`src/rtl/wave_sequencer_if.sv`:
```
`default_nettype none
// ============================================================================
//  Module      : wave_sequencer_if
//  Description : Host/config and generator-side signal bundle for the
//                wave_sequencer. The master modport is the host side
//                (table writes, playback control, generator feedback); the
//                slave modport is the sequencer itself.
//  Revision    : 1.0  initial release
// ============================================================================
interface wave_sequencer_if #(
    parameter int AW    = 3,
    parameter int RPT_W = 4
);
    // Table write port
    logic             wr_en;
    logic [AW-1:0]    wr_addr;
    logic [3:0]       wr_on;
    logic [3:0]       wr_off;
    logic [RPT_W-1:0] wr_rpt;
    logic             wr_err;

    // Playback control
    logic [AW-1:0]    last_idx;
    logic             loop_mode;
    logic             start;
    logic             stop;

    // Generator feedback and configuration
    logic             wave_in;
    logic [3:0]       on_us;
    logic [3:0]       off_us;

    // Status
    logic [AW-1:0]    idx;
    logic             busy;
    logic             done;

    modport master (
        output wr_en, wr_addr, wr_on, wr_off, wr_rpt,
        output last_idx, loop_mode, start, stop, wave_in,
        input  wr_err, on_us, off_us, idx, busy, done
    );

    modport slave (
        input  wr_en, wr_addr, wr_on, wr_off, wr_rpt,
        input  last_idx, loop_mode, start, stop, wave_in,
        output wr_err, on_us, off_us, idx, busy, done
    );
endinterface
`default_nettype wire

```
`src/rtl/wave_sequencer.sv`:
```
`default_nettype none
// ============================================================================
//  Module      : wave_sequencer
//  Description : Programmable pattern controller for the on/off pulse
//                generator. Plays back a table of (on_us, off_us, repeat)
//                entries, switching entries only on rising edges of the
//                generator's wave output so no period is ever cut short.
//  Revision    : 1.0  initial release
// ============================================================================
module wave_sequencer #(
    parameter int         DEPTH    = 8,
    parameter int         AW       = 3,
    parameter int         RPT_W    = 4,
    parameter logic [3:0] IDLE_ON  = 4'd1,
    parameter logic [3:0] IDLE_OFF = 4'd1
) (
    input  wire logic       clk,
    input  wire logic       reset,
    wave_sequencer_if.slave bus
);

    typedef enum logic [1:0] {
        S_IDLE     = 2'd0,
        S_RUN      = 2'd1,
        S_STOPPING = 2'd2
    } state_t;

    // ------------------------------------------------------------------
    // Pattern table
    // ------------------------------------------------------------------
    logic [3:0]       r_tbl_on  [DEPTH];
    logic [3:0]       r_tbl_off [DEPTH];
    logic [RPT_W-1:0] r_tbl_rpt [DEPTH];
    logic             r_wr_err;

    logic             w_wr_bad;
    logic             w_wr_ok;

    // A zero on- or off-time would stall the generator, so such writes are
    // refused and flagged instead of stored.
    assign w_wr_bad = bus.wr_en & ((bus.wr_on == 4'd0) | (bus.wr_off == 4'd0));
    assign w_wr_ok  = bus.wr_en & ~w_wr_bad;

    // Table write port and rejection pulse
    always_ff @(posedge clk) begin
        if (reset) begin
            for (int i = 0; i < DEPTH; i++) begin
                r_tbl_on[i]  <= '0;
                r_tbl_off[i] <= '0;
                r_tbl_rpt[i] <= '0;
            end
            r_wr_err <= 1'b0;
        end else begin
            if (w_wr_ok) begin
                r_tbl_on[bus.wr_addr]  <= bus.wr_on;
                r_tbl_off[bus.wr_addr] <= bus.wr_off;
                r_tbl_rpt[bus.wr_addr] <= bus.wr_rpt;
            end
            r_wr_err <= w_wr_bad;
        end
    end

    // ------------------------------------------------------------------
    // Period boundary detection
    // ------------------------------------------------------------------
    logic r_w1;
    logic r_w2;
    logic w_rise;

    // Two-stage capture of the generator output; a 0->1 step marks the
    // start of a new period.
    always_ff @(posedge clk) begin
        if (reset) begin
            r_w1 <= 1'b0;
            r_w2 <= 1'b0;
        end else begin
            r_w1 <= bus.wave_in;
            r_w2 <= r_w1;
        end
    end

    assign w_rise = r_w1 & ~r_w2;

    // ------------------------------------------------------------------
    // Playback control
    // ------------------------------------------------------------------
    state_t           r_state;
    state_t           w_state_nxt;

    logic [RPT_W-1:0] r_rpt_cnt;
    logic [RPT_W-1:0] w_rpt_cnt_nxt;
    logic [RPT_W-1:0] r_cur_rpt;
    logic [AW-1:0]    r_last_idx;
    logic             r_loop;

    logic             w_load;
    logic [AW-1:0]    w_load_addr;
    logic             w_done_nxt;
    logic             w_begin;

    logic [3:0]       r_on_us;
    logic [3:0]       r_off_us;
    logic [AW-1:0]    r_idx;
    logic             r_busy;
    logic             r_done;

    // State register
    always_ff @(posedge clk) begin
        if (reset) begin
            r_state <= S_IDLE;
        end else begin
            r_state <= w_state_nxt;
        end
    end

    // Next-state, entry-load and repeat-count decisions
    always_comb begin
        w_state_nxt   = r_state;
        w_rpt_cnt_nxt = r_rpt_cnt;
        w_load        = 1'b0;
        w_load_addr   = '0;
        w_done_nxt    = 1'b0;
        w_begin       = 1'b0;

        case (r_state)
            S_IDLE: begin
                // A simultaneous stop cancels the start request.
                if (bus.start && !bus.stop) begin
                    w_state_nxt   = S_RUN;
                    w_begin       = 1'b1;
                    w_load        = 1'b1;
                    w_load_addr   = '0;
                    w_rpt_cnt_nxt = '0;
                end
            end

            S_RUN: begin
                if (w_rise) begin
                    if (r_rpt_cnt != r_cur_rpt) begin
                        w_rpt_cnt_nxt = r_rpt_cnt + 1'b1;
                    end else if (r_idx != r_last_idx) begin
                        w_load        = 1'b1;
                        w_load_addr   = r_idx + 1'b1;
                        w_rpt_cnt_nxt = '0;
                    end else if (r_loop) begin
                        w_load        = 1'b1;
                        w_load_addr   = '0;
                        w_rpt_cnt_nxt = '0;
                    end else begin
                        w_state_nxt = S_IDLE;
                        w_done_nxt  = 1'b1;
                    end
                end
                // The boundary is handled first; stop only matters if
                // playback is still going afterwards.
                if (bus.stop && (w_state_nxt == S_RUN)) begin
                    w_state_nxt = S_STOPPING;
                end
            end

            S_STOPPING: begin
                if (w_rise) begin
                    w_state_nxt = S_IDLE;
                    w_done_nxt  = 1'b1;
                end
            end

            default: begin
                w_state_nxt = S_IDLE;
            end
        endcase
    end

    // Registered generator configuration, status and active-entry copy
    always_ff @(posedge clk) begin
        if (reset) begin
            r_rpt_cnt  <= '0;
            r_cur_rpt  <= '0;
            r_last_idx <= '0;
            r_loop     <= 1'b0;
            r_on_us    <= IDLE_ON;
            r_off_us   <= IDLE_OFF;
            r_idx      <= '0;
            r_busy     <= 1'b0;
            r_done     <= 1'b0;
        end else begin
            r_rpt_cnt <= w_rpt_cnt_nxt;
            r_done    <= w_done_nxt;
            r_busy    <= (w_state_nxt != S_IDLE);

            if (w_begin) begin
                r_last_idx <= bus.last_idx;
                r_loop     <= bus.loop_mode;
            end

            // The entry is copied at load time so later table writes to the
            // same address cannot disturb a period in progress.
            if (w_load) begin
                r_on_us   <= r_tbl_on[w_load_addr];
                r_off_us  <= r_tbl_off[w_load_addr];
                r_cur_rpt <= r_tbl_rpt[w_load_addr];
                r_idx     <= w_load_addr;
            end else if (w_state_nxt == S_IDLE) begin
                r_on_us   <= IDLE_ON;
                r_off_us  <= IDLE_OFF;
                r_cur_rpt <= '0;
                r_idx     <= '0;
            end
        end
    end

    assign bus.on_us  = r_on_us;
    assign bus.off_us = r_off_us;
    assign bus.idx    = r_idx;
    assign bus.busy   = r_busy;
    assign bus.done   = r_done;
    assign bus.wr_err = r_wr_err;

endmodule
`default_nettype wire
```
`src/flat_wrapper.sv`:
```
// flat-port wrapper written by rule: the top's interface ports become plain ports
module wave_sequencer_flat 
#(
    parameter int         DEPTH    = 8,
    parameter int         AW       = 3,
    parameter int         RPT_W    = 4,
    parameter logic [3:0] IDLE_ON  = 4'd1,
    parameter logic [3:0] IDLE_OFF = 4'd1
)
  (clk, reset, bus_wr_en, bus_wr_addr, bus_wr_on, bus_wr_off, bus_wr_rpt, bus_last_idx, bus_loop_mode, bus_start, bus_stop, bus_wave_in, bus_wr_err, bus_on_us, bus_off_us, bus_idx, bus_busy, bus_done);
  wave_sequencer_if #(.AW(AW), .RPT_W(RPT_W)) bus_i ();
  input  wire logic clk;
  input  wire logic reset;
  input wire logic [$bits(bus_i.wr_en)-1:0] bus_wr_en;
  input wire logic [$bits(bus_i.wr_addr)-1:0] bus_wr_addr;
  input wire logic [$bits(bus_i.wr_on)-1:0] bus_wr_on;
  input wire logic [$bits(bus_i.wr_off)-1:0] bus_wr_off;
  input wire logic [$bits(bus_i.wr_rpt)-1:0] bus_wr_rpt;
  input wire logic [$bits(bus_i.last_idx)-1:0] bus_last_idx;
  input wire logic [$bits(bus_i.loop_mode)-1:0] bus_loop_mode;
  input wire logic [$bits(bus_i.start)-1:0] bus_start;
  input wire logic [$bits(bus_i.stop)-1:0] bus_stop;
  input wire logic [$bits(bus_i.wave_in)-1:0] bus_wave_in;
  output wire logic [$bits(bus_i.wr_err)-1:0] bus_wr_err;
  output wire logic [$bits(bus_i.on_us)-1:0] bus_on_us;
  output wire logic [$bits(bus_i.off_us)-1:0] bus_off_us;
  output wire logic [$bits(bus_i.idx)-1:0] bus_idx;
  output wire logic [$bits(bus_i.busy)-1:0] bus_busy;
  output wire logic [$bits(bus_i.done)-1:0] bus_done;
  assign bus_i.wr_en = bus_wr_en;
  assign bus_i.wr_addr = bus_wr_addr;
  assign bus_i.wr_on = bus_wr_on;
  assign bus_i.wr_off = bus_wr_off;
  assign bus_i.wr_rpt = bus_wr_rpt;
  assign bus_i.last_idx = bus_last_idx;
  assign bus_i.loop_mode = bus_loop_mode;
  assign bus_i.start = bus_start;
  assign bus_i.stop = bus_stop;
  assign bus_i.wave_in = bus_wave_in;
  assign bus_wr_err = bus_i.wr_err;
  assign bus_on_us = bus_i.on_us;
  assign bus_off_us = bus_i.off_us;
  assign bus_idx = bus_i.idx;
  assign bus_busy = bus_i.busy;
  assign bus_done = bus_i.done;
  wave_sequencer #(.DEPTH(DEPTH), .AW(AW), .RPT_W(RPT_W), .IDLE_ON(IDLE_ON), .IDLE_OFF(IDLE_OFF)) u_core (.clk(clk), .reset(reset), .bus(bus_i));
endmodule
```
`config.mk`:
```
export PLATFORM = sky130hd
export DESIGN_NAME = wave_sequencer_flat
export DESIGN_NICKNAME = d
export VERILOG_FILES = /design/src/rtl/wave_sequencer_if.sv /design/src/rtl/wave_sequencer.sv /design/src/flat_wrapper.sv
export SDC_FILE = /design/constraint.sdc
export NUM_CORES = 1
export LEC_CHECK = 0
export ABC_AREA = 1
export CAP_MARGIN = 5
export CORE_AREA = 5 5 108 120
export CTS_CLUSTER_DIAMETER = 30
export CTS_CLUSTER_SIZE = 8
export DETAILED_ROUTE_END_ITERATION = 10
export DIE_AREA = 0 0 113 125
export PLACE_DENSITY = 0.7
export REMOVE_ABC_BUFFERS = 1
export SYNTH_ARGS = -nofsm -noshare
export SYNTH_HDL_FRONTEND = slang
export SYNTH_SLANG_ARGS = --single-unit
```
`constraint.sdc`:
```
create_clock -name clk -period 2.51 [get_ports clk]
set_input_delay 0.502 -clock clk [delete_from_list [all_inputs] [get_ports clk]]
set_output_delay 0.502 -clock clk [all_outputs]
set_load 0.02 [all_outputs]
```
==> summary.txt, run 1 <==
Status
  • Status: complete, no violations

CTS
  • H-tree Lvls: 4
  • Hold buffer count at cts: 0
  • CTS max path bufs: 2
  • CTS buffer count: 17
  • CTS resizes: 0
  • TritonCTS Sinks: 126
  • Reg clk slew, reported paths: roughly 0.060 ns
  • Post-CTS setup buffers: 0
  • CTS tree: done
  • CTS root buffer: clkbuf_16
  • Clock latency on the worst-skew pair: roughly 0.42 ns

Timing
  • Clock skew: 0.00596 ns
  • Hold Vio Cnt, Final: 0
  • Final Max Slew Viols: 0
  • Worst-Margin Slew: ~0.46 ns
  • Tcrit/Tclk final: 86.6%
  • Final setup viols: 0
  • Fmax: ~0.46 GHz
  • Tmin final: 2.17 ns
  • Worst slew margin: 69.4%
  • Final setup TNS: 0 ns
  • RSZ-0062 raised after global routing: no

Placed design
  • Post-DP HPWL: 10400 um
  • Dpl cell area: 6610 um2
  • Routability Congestion: 0.873
  • PortBufs: 38

Hold path
  • Worst Hold Path EP: u_core.r_w2$_SDFF_PP0_
  • Hold path depth: 2
  • Hold Path Origin: u_core.r_w1$_SDFF_PP0_
  • Hold WC Path Type: flip-flop to flip-flop

Setup path
  • Max FO, Critical Path: 25
  • R2R Setup Slk: 0.34 ns
  • FF-to-FF Start: u_core.r_state[1]$_SDFF_PP0_
  • CP Capture Type: flip-flop
  • WS Path Type: flip-flop to flip-flop
  • Critical Path AT: 2.48 ns
  • Cells on worst reg2reg path: 11
  • Crit path launch type: flip-flop
  • Crit path required time: roughly 2.8 ns
  • Worst R2R End: u_core.r_cur_rpt[2]$_SDFFE_PP0P_

Power
  • Leak: 0.00297 uW
  • Cell Pwr Density: 767 nW/um2
  • Cell internal pwr: between 4000 and 5000 uW
  • Switch share: 22.6%
  • Register share of total power: 43.5%
  • Worst IR Drop VDD: 484 uV
  • Tot Pwr: 5560 uW
  • Gate power share: 8.5%
  • Psw: 1260 uW
  • Clock power frac: 48.0%

Die
  • Cell Rows: 42
  • Die area: 14100 um2
  • I/O pin cnt: 39
  • Die Y: 125 um
  • Die X: 113 um
  • Core area: 11700 um2
  • Starting Density: 50.1%

GRT
  • First-pass GRT wire length: roughly 23000 um
  • Vias in the first global route: ~4600
  • Initial antenna violation count: 0
  • Congestion Overflow GR: 0
  • Gr usage total: a little over a fifth
  • Largest net degree at the start of global routing: 55

Synth
  • #FFs+latches synth: 126
  • Post-Syn Area: roughly 6000 um2
  • Synth Warn #: 0
  • Fraction of the yosys area taken by sequential cells: 59.3%
  • Cells after synthesis: 657
  • Post-synthesis cell type count: 30
  • Syn_area_per_cell: 8.93 um2

Detailed routing
  • Residual DRC: 0
  • Detailed Route WL: 14600 um
  • Post-route ant nets: 0
  • Pre-antenna DRT Iters: 5
  • Via count: approximately 4700
  • Via/cell ratio: 5.31
  • Routed wire per std cell: 16.5 um
  • DR iter-0 viols: 547

Cells and area
  • Final #Nets: 749
  • Fillers: 950
  • Storage cell area: 3480 um2
  • Design area: 7250 um2
  • Layout area overhead: 23.5%
  • Fraction of final layout cells sized beyond drive strength 1: 11.5%
  • Diode count: 0
  • Area of the multi-input gates: 2000 um2

Run
  • Max Cap Viol: 0
per-layer routing:
metal,GRT usage [%],vias up,wire length (um)
met4,7.71,0,256
met3,5.70,21,1000
met2,37.2,179,7630
met1,25.3,2228,5730
li1,-,2273,-
met5,0,-,0
synthesized netlist by cell type (all sizes together):
cell type	n	share of area, %
nand4	1	0.11
xnor2	1	0.15
inv	56	3.6
a21oi	19	1.7
buf	16	2.0
nand3b	1	0.34
nand3	85	7.3
a211oi	1	0.13
dfxtp	30	10
o21ai	12	1.0
nor3	2	0.17
nand2	182	12
ha	6	1.3
nor2	123	8.5
edfxtp	96	49
nor3b	2	0.26
clkinv	4	0.26
o41ai	1	0.15
clkbuf	11	0.70
o211ai	6	0.77
xor2	2	0.30
power by group through the flow:
stage	Sequential (uW)	Clock (uW)	Combinational, uW
CTS	2420	2680	473
detailed placement	2460	0	470
floorplan	2460	0	254
finish	2420	2670	472
global route	2430	2790	520
global placement	2460	0	456
through the flow:
stage	util, %	hold slack [ns]	instances	worst slack, ns
detailed placement	56.4	0.452	853	0.173
global route	61.8	0.479	885	0.197
global placement	56.4	0.442	853	0.223
finish	61.8	0.454	885	0.337
floorplan	-	0.434	630	0.389
CTS	61.8	0.461	885	0.384
cell families after synthesis:
family                   synth area share [%]
AND/OR/NAND/NOR                          28.7
buffers and inverters                    6.52
AO/OA/AOI/OAI                            3.75
flip-flops                               59.3
adder cells (fa/ha/maj)                  1.28
XOR/XNOR                                0.448
critical path, cell delays in order, from the launching register on:
cell      delay (ns)
dfxtp_1         0.40
inv_1           0.11
ha_1            0.21
nand2_1         0.14
nand3b_4        0.19
nor2_4          0.04
inv_2           0.34
nand3_1         0.20
nand2_1         0.14
nand2_1         0.06
nand3_1         0.14
a21oi_1         0.08
sequential cells by signal, summed over array words and instances, names as in the netlist:
| name | flops |
|---|---|
| u_core.r_tbl_off | 32 |
| u_core.r_last_idx | 3 |
| u_core.r_w1 | 1 |
| u_core.r_tbl_rpt | 32 |
| u_core.r_w2 | 1 |
| u_core.bus.busy | 1 |
| u_core.bus.wr_err | 1 |
| u_core.bus.done | 1 |
| u_core.r_rpt_cnt | 4 |
| u_core.r_cur_rpt | 4 |
| u_core.r_loop | 1 |
| u_core.r_tbl_on | 32 |
| u_core.bus.idx | 3 |
| u_core.r_state | 2 |
| u_core.bus.on_us | 4 |
| u_core.bus.off_us | 4 |
area by class of cell:
| class | instances | share of cell area [%] |
|---|---|---|
| inverters | 60 | 3.11 |
| clock buffers | 18 | 5.92 |
| repair buffers | 69 | 9.67 |
| multi-input cells | 444 | 27.6 |
| flip-flops and latches | 126 | 48.1 |
| clock inverters | 14 | 2.94 |
| well taps | 154 | 2.66 |
how the worst max path moves through the flow:
stage,from,to,slack [ns],depth (start not counted)
after detailed placement,bus_wr_on[1],u_core.r_tbl_rpt[6][1]$_SDFFCE_PN0P_,0.17,10
final,u_core.r_state[1]$_SDFF_PP0_,u_core.r_cur_rpt[2]$_SDFFE_PP0P_,0.34,11
after global routing,u_core.r_rpt_cnt[1]$_SDFFE_PP0P_,u_core.r_cur_rpt[2]$_SDFFE_PP0P_,0.20,14
after floorplan,u_core.r_state[1]$_SDFF_PP0_,u_core.bus.off_us[0]$_SDFFE_PP1P_,0.39,10
after CTS,u_core.r_state[1]$_SDFF_PP0_,u_core.r_cur_rpt[2]$_SDFFE_PP0P_,0.38,11
after global placement,bus_wr_on[1],u_core.r_tbl_rpt[6][1]$_SDFFCE_PN0P_,0.22,10
cell usage in the layout (no fill, tap or decap), types with 6 or more instances in the layout:
master and n:
nand2_1 176, buf_4 24, nand2_2 6, dfxtp_1 30
clkbuf_16 17, edfxtp_1 96, inv_2 8, a21oi_1 18
o211ai_1 6, clkdlybuf4s50_1 38, buf_12 7, inv_1 48
nor2_1 117, ha_1 6, nand3_1 84, o21ai_0 10
(Power assumes the default switching activity.)
==> inputs of run 2 (changes only) <==
ABC_AREA = 0   (was 1)
CORE_AREA = 5 5 115 117   (was 5 5 108 120)
CTS_CLUSTER_SIZE = 24   (was 8)
DIE_AREA = 0 0 120 122   (was 0 0 113 125)
==> run 2 against run 1 <==
Compared with the run above: clock-buffer cell count up 2; sequential power barely moved; via count down 2.0%; clock power decreased by 7.9%; fmax fell by 12%; largest power group unchanged.
==> summary.txt, run 2 <==
CTS
  • CTS buffer count: 17 (unchanged)
  • CTS root buffer: clkbuf_16
  • CTS max path bufs: 2 (unchanged)
  • Clock latency on the worst-skew pair: 0.42 ns (about the same)
  • H-tree Lvls: 4 (unchanged)
  • CTS tree: done
  • Reg clk slew, reported paths: 0.06 ns (about the same)
  • TritonCTS Sinks: 126 (unchanged)

Timing
  • Clock skew: 0.00747 ns (+0.00152 ns)
  • Hold Vio Cnt, Final: 0 (unchanged)
  • Final setup viols: 0 (unchanged)
  • RSZ-0062 raised after global routing: no
  • Fmax: 0.407 GHz (-12%)
  • Tcrit/Tclk final: 97.9% (+11 points)
  • Tmin final: 2.46 ns (+0.285 ns)
  • Final setup TNS: 0 ns (unchanged)
  • Final Max Slew Viols: 0 (unchanged)
  • Worst slew margin: 61.8% (-7.6 points)
  • Worst-Margin Slew: 0.568 ns (+0.110 ns)

Die
  • Core area: 12300 um2 (+4.6%)
  • Starting Density: 49.7% (-0.43 points)
  • Die X: 120 um (+6.2%)
  • I/O pin cnt: 39 (unchanged)
  • Die area: 14600 um2 (+3.6%)
  • Die Y: 122 um (-2.4%)
  • Cell Rows: 41 (-2.4%)

Setup path
  • Crit path launch type: flip-flop
  • Max FO, Critical Path: 24 (-4.0%)
  • Critical path, cell by cell: buf_4, buf_6, clkdlybuf4s50_1
  • WS Path Type: flip-flop to primary output
  • Buf+Inv Stages, Crit Path: 3 (+1)
  • Slowest stage cell on the critical path: clkdlybuf4s50_1
  • Delay-heaviest family, CP: buffers and inverters
  • Critical Path AT: 1.96 ns (-0.52 ns)
  • Highest cell delay on the worst timing path: 0.66 ns (+0.26 ns)
  • Crit path required time: 2.01 ns (-0.80 ns)
  • CP Capture Type: primary output

Cells and area
  • Final std cells w/o fill: 768 (-13%)
  • Fillers: 974 (+2.5%)
  • Layout area overhead: 23.4% (about the same)
  • Top Registers: u_core.r_tbl_off: 32 flops, u_core.r_tbl_on: 32 flops, u_core.r_tbl_rpt: 32 flops
  • Most frequent cells in the layout: and2_1 (99), edfxtp_1 (96), buf_4 (45)
  • Commonest non-fill, non-tap cell in the layout: and2_1
  • Fraction of final layout cells sized beyond drive strength 1: 16.5% (+5.0 points)
  • Diode count: 0 (unchanged)
  • Final #Nets: 636 (-15%)

Detailed routing
  • Routed wire per std cell: 21.4 um (+30%)
  • Pre-antenna DRT Iters: 5 (unchanged)
  • Residual DRC: 0 (unchanged)
  • Via count: 4605 (-2.0%)
  • Detailed Route WL: 16500 um (+13%)
  • Post-route ant nets: 0 (unchanged)
  • Via/cell ratio: 6.00 (+13%)
  • DR iter-0 viols: 473 (-14%)

Synth
  • Count leader, synth: and2_1
  • Syn_area_per_cell: 11.4 um2 (+27%)
  • Post-synthesis cell type count: 49 (+63%)
  • Top post-synthesis cells by area: edfxtp_1 (47%), and2_1 (10%), dfxtp_1 (9.9%)
  • Synth top area share: 47.3% (-1.8 points)
  • #FFs+latches synth: 126 (unchanged)
  • Synth Flop Type: edfxtp_1
  • Cells after synthesis: 536 (-18%)
  • Biggest area consumer among synthesized cells: edfxtp_1
  • Post-synth top cells: and2_1 (99), edfxtp_1 (96), dfxtp_1 (30)
  • Async SR Flop Fraction: 0% (unchanged)
  • Synth Warn #: 0 (unchanged)
  • Number of synthesized flops with an enable pin: 96 (unchanged)
  • Fraction of the yosys area taken by sequential cells: 57.2% (-2.1 points)
  • Post-Syn Area: 6090 um2 (+3.7%)

GRT
  • First-pass GRT wire length: 25500 um (+10%)
  • Largest net degree at the start of global routing: 36 (-35%)
  • Initial antenna violation count: 1 (+1)
  • Vias in the first global route: 4624 (+1.1%)
  • Congestion Overflow GR: 0 (unchanged)
  • Gr usage total: 23.6% (+2.2 points)

Status
  • Status: complete, no violations

Power
  • Worst IR Drop VDD: 474 uV (-2.0%)
  • Cell Pwr Density: 712 nW/um2 (-7.2%)
  • Leak: 0.00270 uW (-9.0%)

Placed design
  • PortBufs: 38 (unchanged)
  • Post-DP HPWL: 11500 um (+11%)
  • Routability Congestion: 0.887 (+1.7%)
  • DP Cell Count: 735 (-14%)

Run
  • Max Cap Viol: 0 (unchanged)

Hold path
  • Hold WC Path Type: flip-flop to flip-flop
## run 2: what timing repair did
action | 4_1_cts | 5_1_grt
pin swaps | 0 | 1
setup buffers | 0 | 1
hold buffers | 0 | 0
setup endpoints to repair | 1 | 1
resized for setup | 1 | 4
## run 2: power by group
group,switching [uW],total (uW),leakage [uW],internal [uW]
Sequential,53.5,2410,0.00116,2360
Combinational,289,476,0.00125,187
Clock,919,2460,0.000287,1540
Total,1260,5350,0.00270,4090
## run 2: worst register-to-register path, stage by stage (launching register included)
cell,delay (ns)
dfxtp_1,0.35
xor2_2,0.21
nor4_2,0.50
o31a_1,0.36
buf_4,0.21
nor3_1,0.07
o32ai_1,0.46
a21o_1,0.18
## run 2: final timing paths
kind	slack, ns	endpoint	cells after the start	from
hold reg to reg	0.45	u_core.bus.on_us[1]$_SDFFE_PP0P_	2	u_core.bus.on_us[1]$_SDFFE_PP0P_
hold / removal	0.45	u_core.bus.on_us[1]$_SDFFE_PP0P_	2	u_core.bus.on_us[1]$_SDFFE_PP0P_
setup / recovery	0.05	bus_idx[0]	3	u_core.bus.idx[0]$_SDFFE_PP0P_
setup reg to reg	0.12	u_core.bus.on_us[0]$_SDFFE_PP1P_	7	u_core.bus.idx[2]$_SDFFE_PP0P_
## run 2: final cells by class
type                            instances  area [um2]  area share [%]
Sequential cell                       126        3480            46.4
Clock buffer                           20         467            6.21
Timing Repair Buffer                   86         769            10.2
Tap cell                              150         188            2.50
Inverter                                9        33.8           0.449
Clock inverter                         12         135            1.80
Multi-Input combinational cell        365        2440            32.4
## run 2: cells by family (layout without fill, tap and decap cells)
kind of cell	count (synthesis)	in the layout	share of synthesized area, %
buffers and inverters	45	127	2.92
AOI/OAI and AO/OA	106	106	11.9
muxes	26	26	4.38
DFF	126	126	57.2
and+or+nand+nor	216	216	20.5
xor gates and xnor gates	11	11	1.83
adders and majority gates	6	6	1.23
## run 2: layer usage
metal,wire [um],vias up,track usage (%)
met4,806,2,14.1
met5,13,-,0
met2,7460,230,35.5
li1,-,2102,-
met3,1380,57,6.04
met1,6810,2214,30.8
## run 2: through the flow
step                      area, um2  utilization, %  worst slack, ns  power [uW]  hold WS [ns]
after floorplan                5940               -           -0.703        2650         0.444
after global placement         6890            56.2           -0.241        2900         0.446
after detailed placement       6890            56.2           -0.273        2920         0.450
after CTS                      7500            61.1           0.0333        5360         0.458
after global routing           7520            61.3          0.00820        5510         0.476
final                          7520            61.3           0.0523        5350         0.453
==> inputs of run 3 (changes only) <==
CORE_AREA = 5 5 112 114   (was 5 5 115 117)
DIE_AREA = 0 0 117 119   (was 0 0 120 122)
DONT_BUFFER_PORTS = 1   (was default)
PLACE_DENSITY = 0.69   (was 0.7)
TNS_END_PERCENT = 100   (was default)
==> run 3 against run 2 <==
Compared with the run above: non-clock buffer count fell by 57; die area fell by 4.9%; critical path depth rose by 6; sequential power barely moved; design area fell by 7.9%; utilization fell by 0.15 points; hold slack got worse by 0.31 ns; via count fell by 7.9%; global-route usage fell by 1.3 points; combinational power fell by 31%; clock power fell by 3%; setup slack improved by 0.16 ns; critical endpoint is now u_core.r_rpt_cnt[3]$_SDFFE_PP0P_; largest cell class unchanged; largest power group is now sequential cells.
==> summary.txt, run 3 (same netlist as run 2, synthesis figures left out) <==
Status
  • Status: complete, no violations

Cells and area
  • Util after Layout: 61.2% (-0.15 points)
  • Commonest non-fill, non-tap cell in the layout: and2_1
  • Fraction of final layout cells sized beyond drive strength 1: 14.3% (-2.2 points)
  • Most frequent cells in the layout: and2_1 (99), edfxtp_1 (96), buf_4 (29), dfxtp_1 (29), nand2_1 (28)
  • Fillers: 901 (-7.5%)
  • Top Registers: u_core.r_tbl_off: 32 flops, u_core.r_tbl_on: 32 flops, u_core.r_tbl_rpt: 32 flops
  • Final #Nets: 579 (-9.0%)
  • Layout area overhead: 13.7%
  • Diode count: 0 (unchanged)

Setup path
  • Crit path required time: 2.86 ns (+0.85 ns)
  • WS Path Type: flip-flop to flip-flop
  • R2R Setup Slk: 0.21 ns (+0.09 ns)
  • Slowest stage cell on the critical path: or4_1
  • Buf+Inv Stages, Crit Path: 3 (unchanged)
  • Critical path depth: 9 (+6)
  • Highest cell delay on the worst timing path: 0.53 ns (-0.13 ns)
  • Critical Path AT: 2.65 ns (+0.69 ns)
  • Max FO, Critical Path: 11 (-54%)
  • Delay-heaviest family, CP: simple AND/OR/NAND/NOR gates
  • Cells on worst reg2reg path: 9 (+2)
  • Critical path, cell by cell: inv_1, ha_1, nand2_1, buf_4, buf_4, a21oi_1, o21ai_1, or4_1, a21oi_1
  • CP Capture Type: flip-flop
  • FF-to-FF Start: u_core.r_state[1]$_SDFF_PP0_
  • Crit path launch type: flip-flop
  • Worst R2R End: u_core.r_rpt_cnt[3]$_SDFFE_PP0P_

Detailed routing
  • Post-route ant nets: 0 (unchanged)
  • Routed wire per std cell: 20.9 um (-2.8%)
  • Detailed Route WL: 14700 um (-11%)
  • Pre-antenna DRT Iters: 5 (unchanged)
  • Via/cell ratio: 6.02 (+0.42%)
  • Via count: 4239 (-7.9%)
  • DR iter-0 viols: 377 (-20%)
  • Residual DRC: 0 (unchanged)

CTS
  • CTS tree: done
  • H-tree Lvls: 4 (unchanged)
  • CTS root buffer: clkbuf_16
  • Reg clk slew, reported paths: 0.05 ns (about the same)
  • Clock latency on the worst-skew pair: 0.42 ns (about the same)
  • CTS buffer count: 17 (unchanged)
  • CTS max path bufs: 2 (unchanged)
  • Hold buffer count at cts: 0 (unchanged)
  • TritonCTS Sinks: 126 (unchanged)

Timing
  • Tcrit/Tclk final: 91.6% (-6.3 points)
  • RSZ-0062 raised after global routing: no
  • Final setup viols: 0 (unchanged)
  • Worst-Margin Slew: 0.756 ns (+0.188 ns)
  • Tmin final: 2.30 ns (-0.159 ns)
  • Hold Vio Cnt, Final: 0 (unchanged)
  • Clock skew: 0.00623 ns (-0.00124 ns)
  • Worst slew margin: 49.4% (-12 points)
  • Fmax: 0.435 GHz (+6.9%)
  • Final Max Slew Viols: 0 (unchanged)

Placed design
  • Routability Congestion: 0.894 (+0.79%)
  • Post-DP HPWL: 10000 um (-13%)
  • PortBufs: 0 (-100%)

Power
  • Cell Pwr Density: 739 nW/um2 (+3.9%)
  • Tot Pwr: 5120 uW (-4.3%)
  • Leak: 0.00245 uW (-9.5%)
  • Worst IR Drop VDD: 640 uV (+35%)

Die
  • Core area: 11300 um2 (-7.7%)
  • Die area: 13900 um2 (-4.9%)
  • Cell Rows: 39 (-4.9%)
  • Die X: 117 um (-2.5%)
  • I/O pin cnt: 39 (unchanged)
  • Starting Density: 53.8% (+4.1 points)
  • Die Y: 119 um (-2.5%)

Run
  • Max Cap Viol: 0 (unchanged)

GRT
  • Gr usage total: 22.3% (-1.3 points)
  • Largest net degree at the start of global routing: 37 (+2.8%)
  • Initial antenna violation count: 0 (-1)
  • Vias in the first global route: 4106 (-11%)
  • First-pass GRT wire length: 23200 um (-9.0%)
  • Congestion Overflow GR: 0 (unchanged)

Hold path
  • Worst Hold Path EP: u_core.bus.idx[0]$_SDFFE_PP0P_
  • Hold WC Path Type: input port to flip-flop
  • Hold path depth: 1 (-1)
  • Hold Path Origin: reset
==> run 3: changes by cell type in the layout (fill, tap and decap cells not counted), sizes merged <==
| cell | previous run | this run |
|---|---|---|
| clkbuf | 20 | 18 |
| clkinvlp | 3 | 2 |
| inv | 11 | 12 |
| clkinv | 5 | 7 |
| clkdlybuf4s50 | 38 | 0 |
| buf | 48 | 29 |
==> run 3: final cells by class <==
class                           count  area (um2)  share of cell area [%]
Inverter                            9        33.8                   0.488
Sequential cell                   126        3480                    50.3
Timing Repair Buffer               29         218                    3.14
Clock inverter                     14         143                    2.06
Clock buffer                       18         429                    6.20
Tap cell                          143         179                    2.58
Multi-Input combinational cell    365        2440                    35.2
==> run 3: per-stage QoR <==
stage | area, um2 | TNS, ns | worst slack, ns | instances | hold WS (ns)
CTS | 6880 | 0 | 0.144 | 700 | 0.135
global route | 6920 | 0 | 0.0283 | 704 | 0.129
detailed placement | 6310 | -0.0313 | -0.00382 | 668 | 0.454
floorplan | 5940 | -9.14 | -0.703 | 500 | 0.444
global placement | 6310 | 0 | 0.109 | 668 | 0.455
finish | 6920 | 0 | 0.212 | 704 | 0.147
==> run 3: timing repair <==
action                                  in CTS  in global routing
buffers inserted                             0                  4
gates resized for setup                      0                  1
endpoints found under the hold margin        0                  0
endpoints found under the setup margin       0                  1
==> run 3: worst max path at each step <==
stage,start,end,slack (ns)
after floorplan,u_core.bus.idx[0]$_SDFFE_PP0P_,u_core.bus.off_us[1]$_SDFFE_PP0P_,-0.70
after global routing,u_core.bus.idx[0]$_SDFFE_PP0P_,u_core.bus.off_us[0]$_SDFFE_PP1P_,0.03
final,u_core.r_state[1]$_SDFF_PP0_,u_core.r_rpt_cnt[3]$_SDFFE_PP0P_,0.21
after CTS,u_core.bus.idx[2]$_SDFFE_PP0P_,u_core.bus.off_us[1]$_SDFFE_PP0P_,0.14
after global placement,bus_wr_off[1],u_core.r_tbl_rpt[4][0]$_SDFFCE_PN0P_,0.11
after detailed placement,bus_wr_off[1],u_core.r_tbl_rpt[4][0]$_SDFFCE_PN0P_,-0.004
==> run 3: power breakdown <==
| part | internal, uW | total, uW | switching, uW |
|---|---|---|---|
| registers | 2360 | 2410 | 52.7 |
| clock network | 1460 | 2380 | 920 |
| logic | 117 | 330 | 213 |
| total | 3930 | 5120 | 1190 |
==> run 3: per-layer routing <==
metal | share of wire [%] | GRT usage, %
met5 | 0 | 0
met4 | 2.5 | 8.60
met3 | 7.9 | 6.44
met2 | 47 | 33.4
met1 | 43 | 30.7
==> run 3: worst register-to-register path: stages, from the launching register on <==
cell,delay (ns)
dfxtp_1,0.33
inv_1,0.12
ha_1,0.32
nand2_1,0.11
buf_4,0.21
buf_4,0.19
a21oi_1,0.12
o21ai_1,0.16
or4_1,0.53
a21oi_1,0.14
